`src/rtl/johnson_pkg.sv`:
```
// Shared constants and the Johnson-word legality check used by the
// tt_um_johnson counter and its prescaler.
package johnson_pkg;

    localparam int unsigned WIDTH_DEFAULT = 8;
    localparam int unsigned DIV_DEFAULT   = 1;
    localparam int unsigned PRESCALE_W    = 16;

    // A legal Johnson word has at most one 0/1 boundary across its low 'width' bits.
    function automatic logic is_legal(input logic [7:0] q, input int unsigned width);
        int unsigned edges;
        edges = 0;
        for (int unsigned i = 0; i + 1 < width; i++) begin
            if (q[i] != q[i+1]) edges++;
        end
        return (edges <= 1);
    endfunction

endpackage

```
`src/rtl/johnson_prescaler.sv`:
```
// Tick generator: a down-counter reloading to DIV-1, ticking when it reaches 0.
module johnson_prescaler
    import johnson_pkg::*;
#(
    parameter int unsigned DIV = DIV_DEFAULT
) (
    input  logic clk,
    input  logic rst,
    output logic tick
);

    localparam logic [PRESCALE_W-1:0] RELOAD = PRESCALE_W'(DIV - 1);
    localparam logic [PRESCALE_W-1:0] ONE    = PRESCALE_W'(1);

    logic [PRESCALE_W-1:0] cnt;

    always_ff @(posedge clk) begin
        if (rst) begin
            cnt <= RELOAD;
        end else if (cnt == '0) begin
            cnt <= RELOAD;
        end else begin
            cnt <= cnt - ONE;
        end
    end

    // DIV=1 ticks every clock, independent of any pre-reset counter value.
    assign tick = (DIV == 1) ? 1'b1 : (cnt == '0);

endmodule

```
`src/rtl/tt_um_johnson.sv`:
```
// Self-correcting Johnson counter with a prescaled step rate; rst_n is
// active-high despite its name.
module tt_um_johnson
    import johnson_pkg::*;
#(
    parameter int unsigned WIDTH = WIDTH_DEFAULT,
    parameter int unsigned DIV   = DIV_DEFAULT
) (
    input  logic       clk,
    input  logic       rst_n,
    output logic [7:0] uo_out
);

    logic [WIDTH-1:0] q;
    logic [WIDTH-1:0] q_shift;
    logic [7:0]       q_ext;
    logic             tick;

    johnson_prescaler #(
        .DIV (DIV)
    ) u_prescaler (
        .clk  (clk),
        .rst  (rst_n),
        .tick (tick)
    );

    assign q_shift = {q[WIDTH-2:0], ~q[WIDTH-1]};

    always_comb begin
        q_ext            = '0;
        q_ext[WIDTH-1:0] = q;
    end

    // An illegal word is flushed to 0 on the step rather than shifted.
    always_ff @(posedge clk) begin
        if (rst_n) begin
            q <= '0;
        end else if (tick) begin
            if (!is_legal(q_ext, WIDTH)) begin
                q <= '0;
            end else begin
                q <= q_shift;
            end
        end
    end

    assign uo_out = q_ext;

endmodule

```
`config.mk`:
```
export PLATFORM = sky130hd
export DESIGN_NAME = tt_um_johnson
export DESIGN_NICKNAME = d
export VERILOG_FILES = /design/src/rtl/johnson_pkg.sv /design/src/rtl/johnson_prescaler.sv /design/src/rtl/tt_um_johnson.sv
export SDC_FILE = /design/constraint.sdc
export NUM_CORES = 1
export LEC_CHECK = 0
export BUFFER_PORTS_ARGS = -buffer_cell sky130_fd_sc_hd__buf_4
export CAP_MARGIN = 15
export CORE_MARGIN = 2
export CORE_UTILIZATION = 45
export DETAILED_ROUTE_END_ITERATION = 7
export GPL_TIMING_DRIVEN = 0
export RECOVER_POWER = 50
export SETUP_SLACK_MARGIN = 0.1
export SYNTH_ARGS = -nofsm -noshare
export SYNTH_HDL_FRONTEND = slang
export SYNTH_HIERARCHICAL = 1
export SYNTH_SLANG_ARGS = --single-unit
```
`constraint.sdc`:
```
create_clock -name clk -period 6.65 [get_ports clk]
set_input_delay 1.33 -clock clk [delete_from_list [all_inputs] [get_ports clk]]
set_output_delay 1.33 -clock clk [all_outputs]
set_load 0.005 [all_outputs]
```
==> flow_summary_export.csv, run 1 <==
group,metric,value,unit
sta,rsz0062_at_grt,"no",
synth,syn_nets,132,
global_routing,grt_use_total,18.86,%
sta,setup-violations-final,0,
floorplan,die-area,0.002802,mm2
sta,finalCritPeriodShare,78.52,%
sta,fin_crit,5.221,ns
synth,yosysTopAreaCell,"dfxtp_1",
detailed_routing,via_count,916,
power_and_ir_drop,ir_drop,0.09109,mV
critical_path,slowest_delay,0.41,ns
critical_path,path_depth,24,
sta,tightestPinTransition,0.5120,ns
place,dp_hpwl,1.741,mm
critical_path,setup.worst_path.start,"uo_out[2]",
sta,maxSlewViolCount,0,
synth,synth-seq-cells,8,
detailed_routing,routed_wl,2.201,mm
sta,timing.final.ws_setup,1.429,ns
clock_network,clkLatencyLatePin,0.26,ns
critical_path,crit_slowest_cell,"ha_1",
power_and_ir_drop,p_per_area,121.3,mW/mm2
sta,fin_setup_tns,0,ns
critical_path,critPathMaxFanout,10,
detailed_routing,wl_per_cell,13.34,um
detailed_routing,routed_via_density,5.552,
critical_path,ff2ff_path_depth,24,
synth,synth-async-reset-ratio,0,%
clock_network,cts_sinks,8,
clock_network,cts_setup_buffers,0,
sta,max_freq,191.5,MHz
synth,syn_inst,125,
global_routing,grt_max_degree,11,
synth,syn_area,0.001077,mm2
synth,synth.avg_cell_area,8.618,um2
floorplan,die_h,52.93,um
floorplan,num_rows,17,
sta,slew-limit-headroom,65.74,%
final_layout,num_antenna_cells,0,
critical_path,worst-path-buf-inv,4,
detailed_routing,drcViolationCount,0,
clock_network,clkTransAtPathRegs,0.06,ns
power_and_ir_drop,leakagePower,0.5164,nW
detailed_routing,drtAntennaViolNets,0,
critical_path,worstPathArrival,5.40,ns
synth,yosys.area.top_type_share,14.87,%
clock_network,htree_levels,1,
final_layout,syn2layout_area_growth,11.61,%
detailed_routing,drt_pass1_iterations,4,
synth,synth-edff-count,0,
synth,ys_seq_area_share,14.87,%
critical_path,end_kind,"register",
critical_path,rrSetupSlack,1.43,ns
final_layout,largest_reg_flops,8,
clock_network,cts_hold_buf,0,
sta,hold_viol_final,0,
global_routing,antenna_found_initial,0,
global_routing,gr-total-overflow,0,
global_routing,grt_pass1_vias,854,
place,io_buffers,9,
critical_path,start_kind,"register",
synth,yosys-top-cells-area,"dfxtp_1 15%, xor2_1 6.5%, buf_6 6.3%",
critical_path,crit_required,6.82,ns
final_layout,drive_above_1_share,30.66,%
clock_network,cts-root-buf,"clkbuf_4",
critical_path,reg2reg_to,"uo_out[0]",
final_layout,fin_cells,165,
critical_path,crit_chain,"buf_6, xor2_1, ha_1, xor2_1, buf_6, xnor2_1, ha_1, mux2i_1, inv_1, ha_1, a21oi_1, a32oi_1, a21oi_2, inv_1, ha_1, nand2_1, o21ai_0, ha_1, and2_1, a311o_1, a21oi_1, o221a_2, o211ai_4, o31ai_2",
place,routabilityCongestion,0.7786,
clock_network,cts_resized,0,
floorplan,core_region_area,0.002233,mm2
detailed_routing,drtIter0Drc,9,
place,place_inst,162,
synth,synth_ff_type,"dfxtp_1",
critical_path,cp_common_cell,"ha_1",
critical_path,cp_top_family,"adder cells",
critical_path,critPathKind,"register to register",
clock_network,numCtsBuffers,3,
sta,finalClockSkew,0.002372,ns
synth,ys_warn_count,6,
synth,synth_cell_types,47,
place,dp_worst_setup_slack,1.455,ns
critical_path,r2r_start,"uo_out[2]",
worst_hold_path,hold_class,"register to register",
floorplan,start_util,48.24,%
worst_hold_path,min_from,"uo_out[0]",
clock_network,cts_tree,"yes",
status,outcome,"finished clean",
clock_network,clock_path_buffers,2,
synth,synthTopCellsByCount,"13 x nand2_1, 8 x dfxtp_1, 8 x xor2_1",
floorplan,chipWidth,52.93,um
job,drv_cap,0,
synth,yosysMostFrequentCell,"nand2_1",
final_layout,fin_nets,146,
floorplan,boundaryPins,10,
global_routing,grt_pass1_wl,3.836,mm
critical_path,endpoint,"uo_out[0]",
==> worst reg2reg max path, delay by kind of cell, from the launching register on <==
kind	cells	cell delay [ns]
and+or+nand+nor	2	0.24
adders and majority gates	5	1.70
buffers and inverters	4	0.54
AOI/OAI and AO/OA	9	1.59
xor gates and xnor gates	3	0.56
muxes	1	0.21
DFF	1	0.32
==> layer usage <==
metal	wire length, um	global-route usage (%)	vias up
li1	-	-	468
met1	1047	23.58	436
met2	1090	32.29	10
met3	44	2.542	2
met4	19	7.692	0
met5	0	0	-
==> cell families (layout without fill, tap and decap cells) <==
group / count (synthesis) / count (layout) / share of synthesized area [%]
AO/OA/AOI/OAI: 39 / 39 / 31.48
flip-flops: 8 / 8 / 14.87
multiplexers: 2 / 2 / 1.858
other: 1 / 1 / 0.3481
XOR/XNOR: 14 / 14 / 14.52
AND/OR/NAND/NOR: 41 / 41 / 20.21
buffers and inverters: 15 / 27 / 10.92
adder cells (fa/ha/maj): 5 / 5 / 5.807
==> per-stage QoR <==
stage	util (%)	cell area [um2]	power, W	hold slack, ns
after detailed placement	52.83	1180	0.0001078	0.5564
after global placement	52.83	1180	0.0001061	0.5456
after CTS	53.84	1202	0.0001469	0.5661
after floorplan	-	1077	0.00009606	0.5200
final	53.84	1202	0.0001459	0.5682
after global routing	53.84	1202	0.0001563	0.5933
==> layout make-up <==
cell class	instances	area, um2
inverters	6	30.03
plain buffers	9	87.58
repair buffers	9	67.56
well taps	28	35.03
flip-flops and latches	8	160.2
fillers	229	1031
clock buffers	3	22.52
multi-input cells	102	799.5
==> how the worst min path moves through the flow <==
stage,end,slack [ns],depth (start not counted)
after detailed placement,uo_out[1],0.56,2
after floorplan,uo_out[1],0.52,2
after CTS,uo_out[1],0.57,2
after global routing,uo_out[1],0.59,2
final,uo_out[1],0.57,2
after global placement,uo_out[1],0.55,2
==> cells in the final DEF, fill, tap and decap left out, drive strengths merged, types with 2 or more instances in the layout <==
cell	n
and3	4
o32ai	2
inv	6
clkbuf	11
xnor2	5
mux2i	2
o21ai	14
a21oi	9
dfxtp	8
nand3	3
nor2	5
o221a	2
o21bai	2
nand3b	3
nor2b	2
nand2	15
xor2	9
o31ai	2
ha	5
nand2b	5
buf	10
==> report_power, final <==
group	switching, W	leakage (nW)	internal (W)
Clock	0.0000181	0.0138	0.0000208
Sequential	0.00000194	0.0649	0.0000492
Combinational	0.0000325	0.438	0.0000234
Total	0.0000525	0.516	0.0000933
No activity file was read; power rests on OpenSTA's default activity.
==> run 2: changes to the inputs <==
--- a/config.mk
+++ b/config.mk
@@ -5,12 +5,14 @@
 export SDC_FILE = /design/constraint.sdc
 export NUM_CORES = 1
 export LEC_CHECK = 0
+export ABC_AREA = 1
 export BUFFER_PORTS_ARGS = -buffer_cell sky130_fd_sc_hd__buf_4
 export CAP_MARGIN = 15
 export CORE_MARGIN = 2
 export CORE_UTILIZATION = 45
 export DETAILED_ROUTE_END_ITERATION = 7
 export GPL_TIMING_DRIVEN = 0
+export PLACE_DENSITY = 0.66
 export RECOVER_POWER = 50
 export SETUP_SLACK_MARGIN = 0.1
 export SYNTH_ARGS = -nofsm -noshare
==> constraint.sdc (replaced) <==
create_clock -name clk -period 4.4 [get_ports clk]
set_input_delay 0.88 -clock clk [delete_from_list [all_inputs] [get_ports clk]]
set_output_delay 0.88 -clock clk [all_outputs]
set_load 0.005 [all_outputs]
==> run 2 against run 1 <==
  * Power is 27% higher
  * Critical endpoint is now uo_out[4]
  * Non-clock buffer count is 7 lower
  * Cell count is 19% higher
  * Setup slack worse by 0.85 ns
  * Die area is 17% lower
==> flow_summary_export.csv, run 2 <==
group,metric,value,unit
status,outcome,"finished clean",
clock_network,cts-root-buf,"clkbuf_4",
clock_network,cts_hold_buf,0,
final_layout,layout_common_cells,"59 x nand2_1, 31 x inv_1, 22 x nand3_1",
place,dp_hpwl,1.412,mm
floorplan,chipWidth,48.18,um
detailed_routing,drt_pass1_iterations,4,
final_layout,syn2layout_area_growth,12.54,%
final_layout,mostFrequentLayoutCell,"nand2_1",
detailed_routing,wl_per_cell,8.756,um
floorplan,start_util,49.26,%
final_layout,fin_nets,181,
place,place_inst,194,
clock_network,cts_setup_buffers,0,
clock_network,clkTransAtPathRegs,0.05,ns
final_layout,largest_reg_flops,8,
synth,synth-edff-count,0,
global_routing,grt_use_total,17.20,%
critical_path,setup.worst_path.start,"uo_out[2]",
synth,yosysTopAreaCell,"nand2_1",
critical_path,cp_common_cell,"nand2_1",
detailed_routing,routed_via_density,4.665,
detailed_routing,drcViolationCount,0,
critical_path,crit_chain,"nand2_1, nand2_1, inv_1, ha_1, nand3_1, nand2_2, inv_1, ha_1, nand2_1, nand2_1, ha_1, nand2_1, nand2_1, ha_1, nand2_1, nand2_1, ha_1, or2_2, nand2_1, inv_1, nor2_4, nand3_1, a21oi_1",
power_and_ir_drop,leakagePower,0.6069,nW
detailed_routing,via_count,919,
critical_path,critPathKind,"register to register",
synth,syn_nets,168,
synth,syn_area,878.3,um2
synth,synth-seq-cells,8,
power_and_ir_drop,p_per_area,187.8,mW/mm2
sta,maxSlewViolCount,0,
sta,finalClockSkew,0.0001827,ns
synth,synth.avg_cell_area,5.456,um2
critical_path,worst-path-buf-inv,3,
final_layout,num_antenna_cells,0,
clock_network,cts_resized,0,
floorplan,die-area,0.002321,mm2
clock_network,cts_tree,"yes",
clock_network,cts_sinks,8,
sta,setup-violations-final,0,
critical_path,crit_required,4.58,ns
synth,ys_seq_area_share,18.23,%
sta,fin_crit,3.820,ns
sta,fin_setup_tns,0,ns
detailed_routing,drtIter0Drc,16,
critical_path,worstPathArrival,4.00,ns
job,drv_cap,0,
detailed_routing,met3_length,25,um
global_routing,grt_pass1_vias,708,
detailed_routing,routed_wl,1.725,mm
floorplan,num_rows,15,
sta,finalCritPeriodShare,86.81,%
final_layout,drive_above_1_share,15.12,%
clock_network,htree_levels,1,
critical_path,critPathMaxFanout,8,
critical_path,r2r_start,"uo_out[2]",
detailed_routing,wl_met2,837,um
worst_hold_path,min_from,"uo_out[0]",
synth,synthTopCellsByCount,"59 x nand2_1, 31 x inv_1, 22 x nand3_1",
clock_network,clkLatencyLatePin,0.25,ns
power_and_ir_drop,ir_drop,0.1190,mV
synth,synth_ff_type,"dfxtp_1",
place,io_buffers,8,
floorplan,die_h,48.18,um
final_layout,fin_cells,197,
critical_path,slowest_delay,0.45,ns
synth,yosysMostFrequentCell,"nand2_1",
synth,ys_warn_count,6,
global_routing,grt_max_degree,10,
synth,synth-async-reset-ratio,0,%
critical_path,crit_slowest_cell,"dfxtp_1",
global_routing,gr-total-overflow,0,
sta,hold_viol_final,0,
place,routabilityCongestion,0.7763,
synth,yosys-top-cells-area,"nand2_1 25%, dfxtp_1 18%, inv_1 13%",
global_routing,grt_pass1_wl,2.794,mm
floorplan,boundaryPins,10,
critical_path,start_kind,"register",
worst_hold_path,hold_class,"register to register",
global_routing,antenna_found_initial,0,
synth,yosys.area.top_type_share,25.21,%
detailed_routing,drtAntennaViolNets,0,
clock_network,clock_path_buffers,2,
synth,syn_inst,161,
synth,synth_cell_types,21,
critical_path,end_kind,"register",
critical_path,cp_top_family,"simple AND/OR/NAND/NOR gates",
floorplan,core_region_area,0.001783,mm2
sta,rsz0062_at_grt,"no",
sta,max_freq,261.8,MHz
detailed_routing,met1_length,824,um
clock_network,numCtsBuffers,3,
detailed_routing,highest_layer,"met4",
-- run 2: cell types whose count changed after synthesis, moves of 3 or more --
cell / delta
nand2b_1: -4
inv_2: +3
or2_2: +3
inv_1: +26
nand2_2: +3
buf_6: -6
xor2_1: -8
nand2_1: +46
o21ai_1: -7
o21ai_0: -7
nand3_1: +19
and3_1: -3
-- run 2: power by group --
part	switching [W]	internal (W)	total [W]	leakage (nW)
registers	0.00000232	0.0000741	0.0000765	0.0649
logic	0.0000334	0.0000194	0.0000528	0.528
clock network	0.0000252	0.0000312	0.0000564	0.0138
-- run 2: kinds of logic after synthesis --
kind of cell	count (synthesis)	share of synthesized area [%]
simple gates	100	52.00
buf+inv	38	16.67
compound gates	8	4.559
flops	8	18.23
fa+ha+maj	5	7.123
xor+xnor	1	0.9973
other cells	1	0.4269
-- run 2: cell type report --
cell class,count,area (um2)
Fill cell,188,794.5
Sequential cell,8,160.2
Timing Repair Buffer,8,56.30
Buffer,3,15.01
Tap cell,25,31.28
Inverter,35,131.4
Multi-Input combinational cell,115,571.8
Clock buffer,3,22.52
-- run 2: routing by layer --
metal / vias up / track usage, %
met1: 397 / 21.80
met4: 0 / 8.108
li1: 510 / -
met5: - / 0
met3: 5 / 2.222
met2: 7 / 28.68
-- run 2: final timing paths --
path                            slack [ns]   endpoint  depth (start not counted)
worst max-delay path                  0.58  uo_out[4]                         23
worst min register to register        0.62  uo_out[1]                          4
worst max register to register        0.58  uo_out[4]                         23
worst min-delay path                  0.62  uo_out[1]                          4
-- run 2: worst min-delay path, cell delays in order (launching register included) --
cell and delay, ns:
dfxtp_1 0.34, nand2_1 0.08, inv_1 0.04, nand3_1 0.07, a21oi_1 0.05
-- run 2: metrics by stage --
stage	total power [W]	area, um2	hold slack, ns	worst slack [ns]	util [%]
final	0.0001856	988.4	0.6207	0.5803	55.44
after global routing	0.0002031	988.4	0.6777	0.1724	55.44
after CTS	0.0001887	992.2	0.6314	0.5621	55.65
after detailed placement	0.0001309	969.7	0.6208	0.5874	54.39
after global placement	0.0001292	969.7	0.6127	0.6621	54.39
after floorplan	0.0001204	878.3	0.5890	0.9067	-
==> run 3: changes to the inputs <==
--- a/config.mk
+++ b/config.mk
@@ -12,6 +12,7 @@
 export CORE_UTILIZATION = 45
 export DETAILED_ROUTE_END_ITERATION = 7
 export GPL_TIMING_DRIVEN = 0
+export MAX_ROUTING_LAYER = met4
 export PLACE_DENSITY = 0.66
 export RECOVER_POWER = 50
 export SETUP_SLACK_MARGIN = 0.1
==> run 3 against run 2 <==
  * Power is 0.29% lower
  * Utilization stayed put
  * Critical endpoint unchanged
  * Count of clock-buffer cells in the layout stayed put
  * Sequential share of layout area stayed put
  * Cell count stayed put
  * Combinational power hardly changed
  * Critical path type unchanged
  * Setup slack better by 0.0043 ns
==> flow_summary_export.csv, run 3 (synthesis results as in run 2) <==
group,metric,value,unit
status,outcome,"finished clean",
final_layout,final_cell_area,988.4,um2
clock_network,cts_tree,"yes",
sta,max_freq,262.1,MHz
critical_path,end_kind,"register",
clock_network,clock_path_buffers,2,
final_layout,syn2layout_area_growth,12.54,%
sta,fin_setup_tns,0,ns
final_layout,fillCellCount,188,
global_routing,grt_use_total,17.81,%
sta,fin_crit,3.815,ns
job,drv_cap,0,
final_layout,fin_cells,197,
clock_network,htree_levels,1,
floorplan,start_util,49.26,%
final_layout,fin_nets,181,
global_routing,antenna_found_initial,0,
detailed_routing,via_count,920,
floorplan,boundaryPins,10,
detailed_routing,drt_pass1_iterations,4,
final_layout,largest_reg_flops,8,
critical_path,critPathMaxFanout,8,
final_layout,mostFrequentLayoutCell,"nand2_1",
sta,rsz0062_at_grt,"no",
sta,hold_viol_final,0,
clock_network,cts_resized,0,
floorplan,chipWidth,48.18,um
critical_path,cp_common_cell,"nand2_1",
sta,maxSlewViolCount,0,
place,dp_hpwl,1.412,mm
place,place_area,969.7,um2
detailed_routing,wl_per_cell,8.761,um
place,io_buffers,8,
sta,setup-violations-final,0,
detailed_routing,routed_wl,1.726,mm
global_routing,grt_pass1_wl,2.815,mm
critical_path,slowest_delay,0.45,ns
clock_network,clkLatencyLatePin,0.25,ns
global_routing,grt_max_degree,10,
critical_path,crit_slowest_cell,"dfxtp_1",
global_routing,grt_pass1_vias,703,
clock_network,numCtsBuffers,3,
critical_path,crit_chain,"nand2_1, nand2_1, inv_1, ha_1, nand3_1, nand2_2, inv_1, ha_1, nand2_1, nand2_1, ha_1, nand2_1, nand2_1, ha_1, nand2_1, nand2_1, ha_1, or2_2, nand2_1, inv_1, nor2_4, nand3_1, a21oi_1",
worst_hold_path,hold_class,"register to register",
sta,finalCritPeriodShare,86.71,%
power_and_ir_drop,p_per_area,187.2,mW/mm2
final_layout,drive_above_1_share,15.12,%
detailed_routing,routed_via_density,4.670,
critical_path,critPathKind,"register to register",
sta,finalClockSkew,0.0007262,ns
critical_path,worstPathArrival,4.00,ns
global_routing,gr-total-overflow,0,
clock_network,cts_setup_buffers,0,
detailed_routing,drcViolationCount,0,
floorplan,num_rows,15,
place,place_inst,194,
detailed_routing,drtIter0Drc,15,
clock_network,cts_sinks,8,
clock_network,cts_hold_buf,0,
clock_network,cts-root-buf,"clkbuf_4",
power_and_ir_drop,ir_drop,0.1177,mV
final_layout,num_antenna_cells,0,
critical_path,crit_required,4.58,ns
power_and_ir_drop,leakagePower,0.6069,nW
floorplan,core_region_area,0.001783,mm2
final_layout,layout_common_cells,"59 x nand2_1, 31 x inv_1, 22 x nand3_1",
critical_path,start_kind,"register",
floorplan,die_h,48.18,um
clock_network,clkTransAtPathRegs,0.05,ns
floorplan,die-area,0.002321,mm2
detailed_routing,drtAntennaViolNets,0,
final_layout,fin_util,55.44,%
place,routabilityCongestion,0.7868,
## run 3: cell counts in the layout (fill, tap and decap cells not counted)
Identical to the previous run, type by type.
## run 3: area by class of cell
cell class	instances	area (um2)	share of cell area (%)
multi-input cells	115	571.8	57.85
flip-flops and latches	8	160.2	16.20
inverters	35	131.4	13.29
repair buffers	8	56.30	5.696
well taps	25	31.28	3.165
clock buffers	3	22.52	2.278
plain buffers	3	15.01	1.519
## run 3: layer usage
layer	vias up	track usage (%)	wire, um
li1	509	-	-
met1	398	22.02	824
met2	9	28.68	849
met3	4	2.222	31
met4	0	8.108	21
met5	-	-	0
## run 3: worst max-delay path: cells and delay by family (launching register included)
family | cells | cell delay, ns
flip-flops | 1 | 0.45
buffers and inverters | 3 | 0.15
AND/OR/NAND/NOR | 14 | 1.58
adder cells (fa/ha/maj) | 5 | 1.44
AO/OA/AOI/OAI | 1 | 0.13
## run 3: metrics by stage
step           power (W)  setup WS [ns]  hold slack (ns)
2_1_floorplan  0.0001204         0.9067           0.5890
3_3_place_gp   0.0001292         0.6621           0.6127
3_5_place_dp   0.0001309         0.5874           0.6208
4_1_cts        0.0001887         0.5621           0.6314
5_1_grt        0.0002031         0.1724           0.6777
6_report       0.0001851         0.5846           0.6194
## run 3: worst paths after layout
kind | cells after the start | start | to | slack (ns)
worst max-delay path | 23 | uo_out[2] | uo_out[4] | 0.58
worst min-delay path | 4 | uo_out[0] | uo_out[1] | 0.62
worst max register to register | 23 | uo_out[2] | uo_out[4] | 0.58
worst min register to register | 4 | uo_out[0] | uo_out[1] | 0.62
## run 3: report_power, final
group	switching [W]	total [W]	internal (W)	leakage, nW
registers	0.00000231	0.0000764	0.0000741	0.0649
logic	0.0000333	0.0000527	0.0000194	0.528
clock network	0.0000247	0.0000559	0.0000312	0.0138
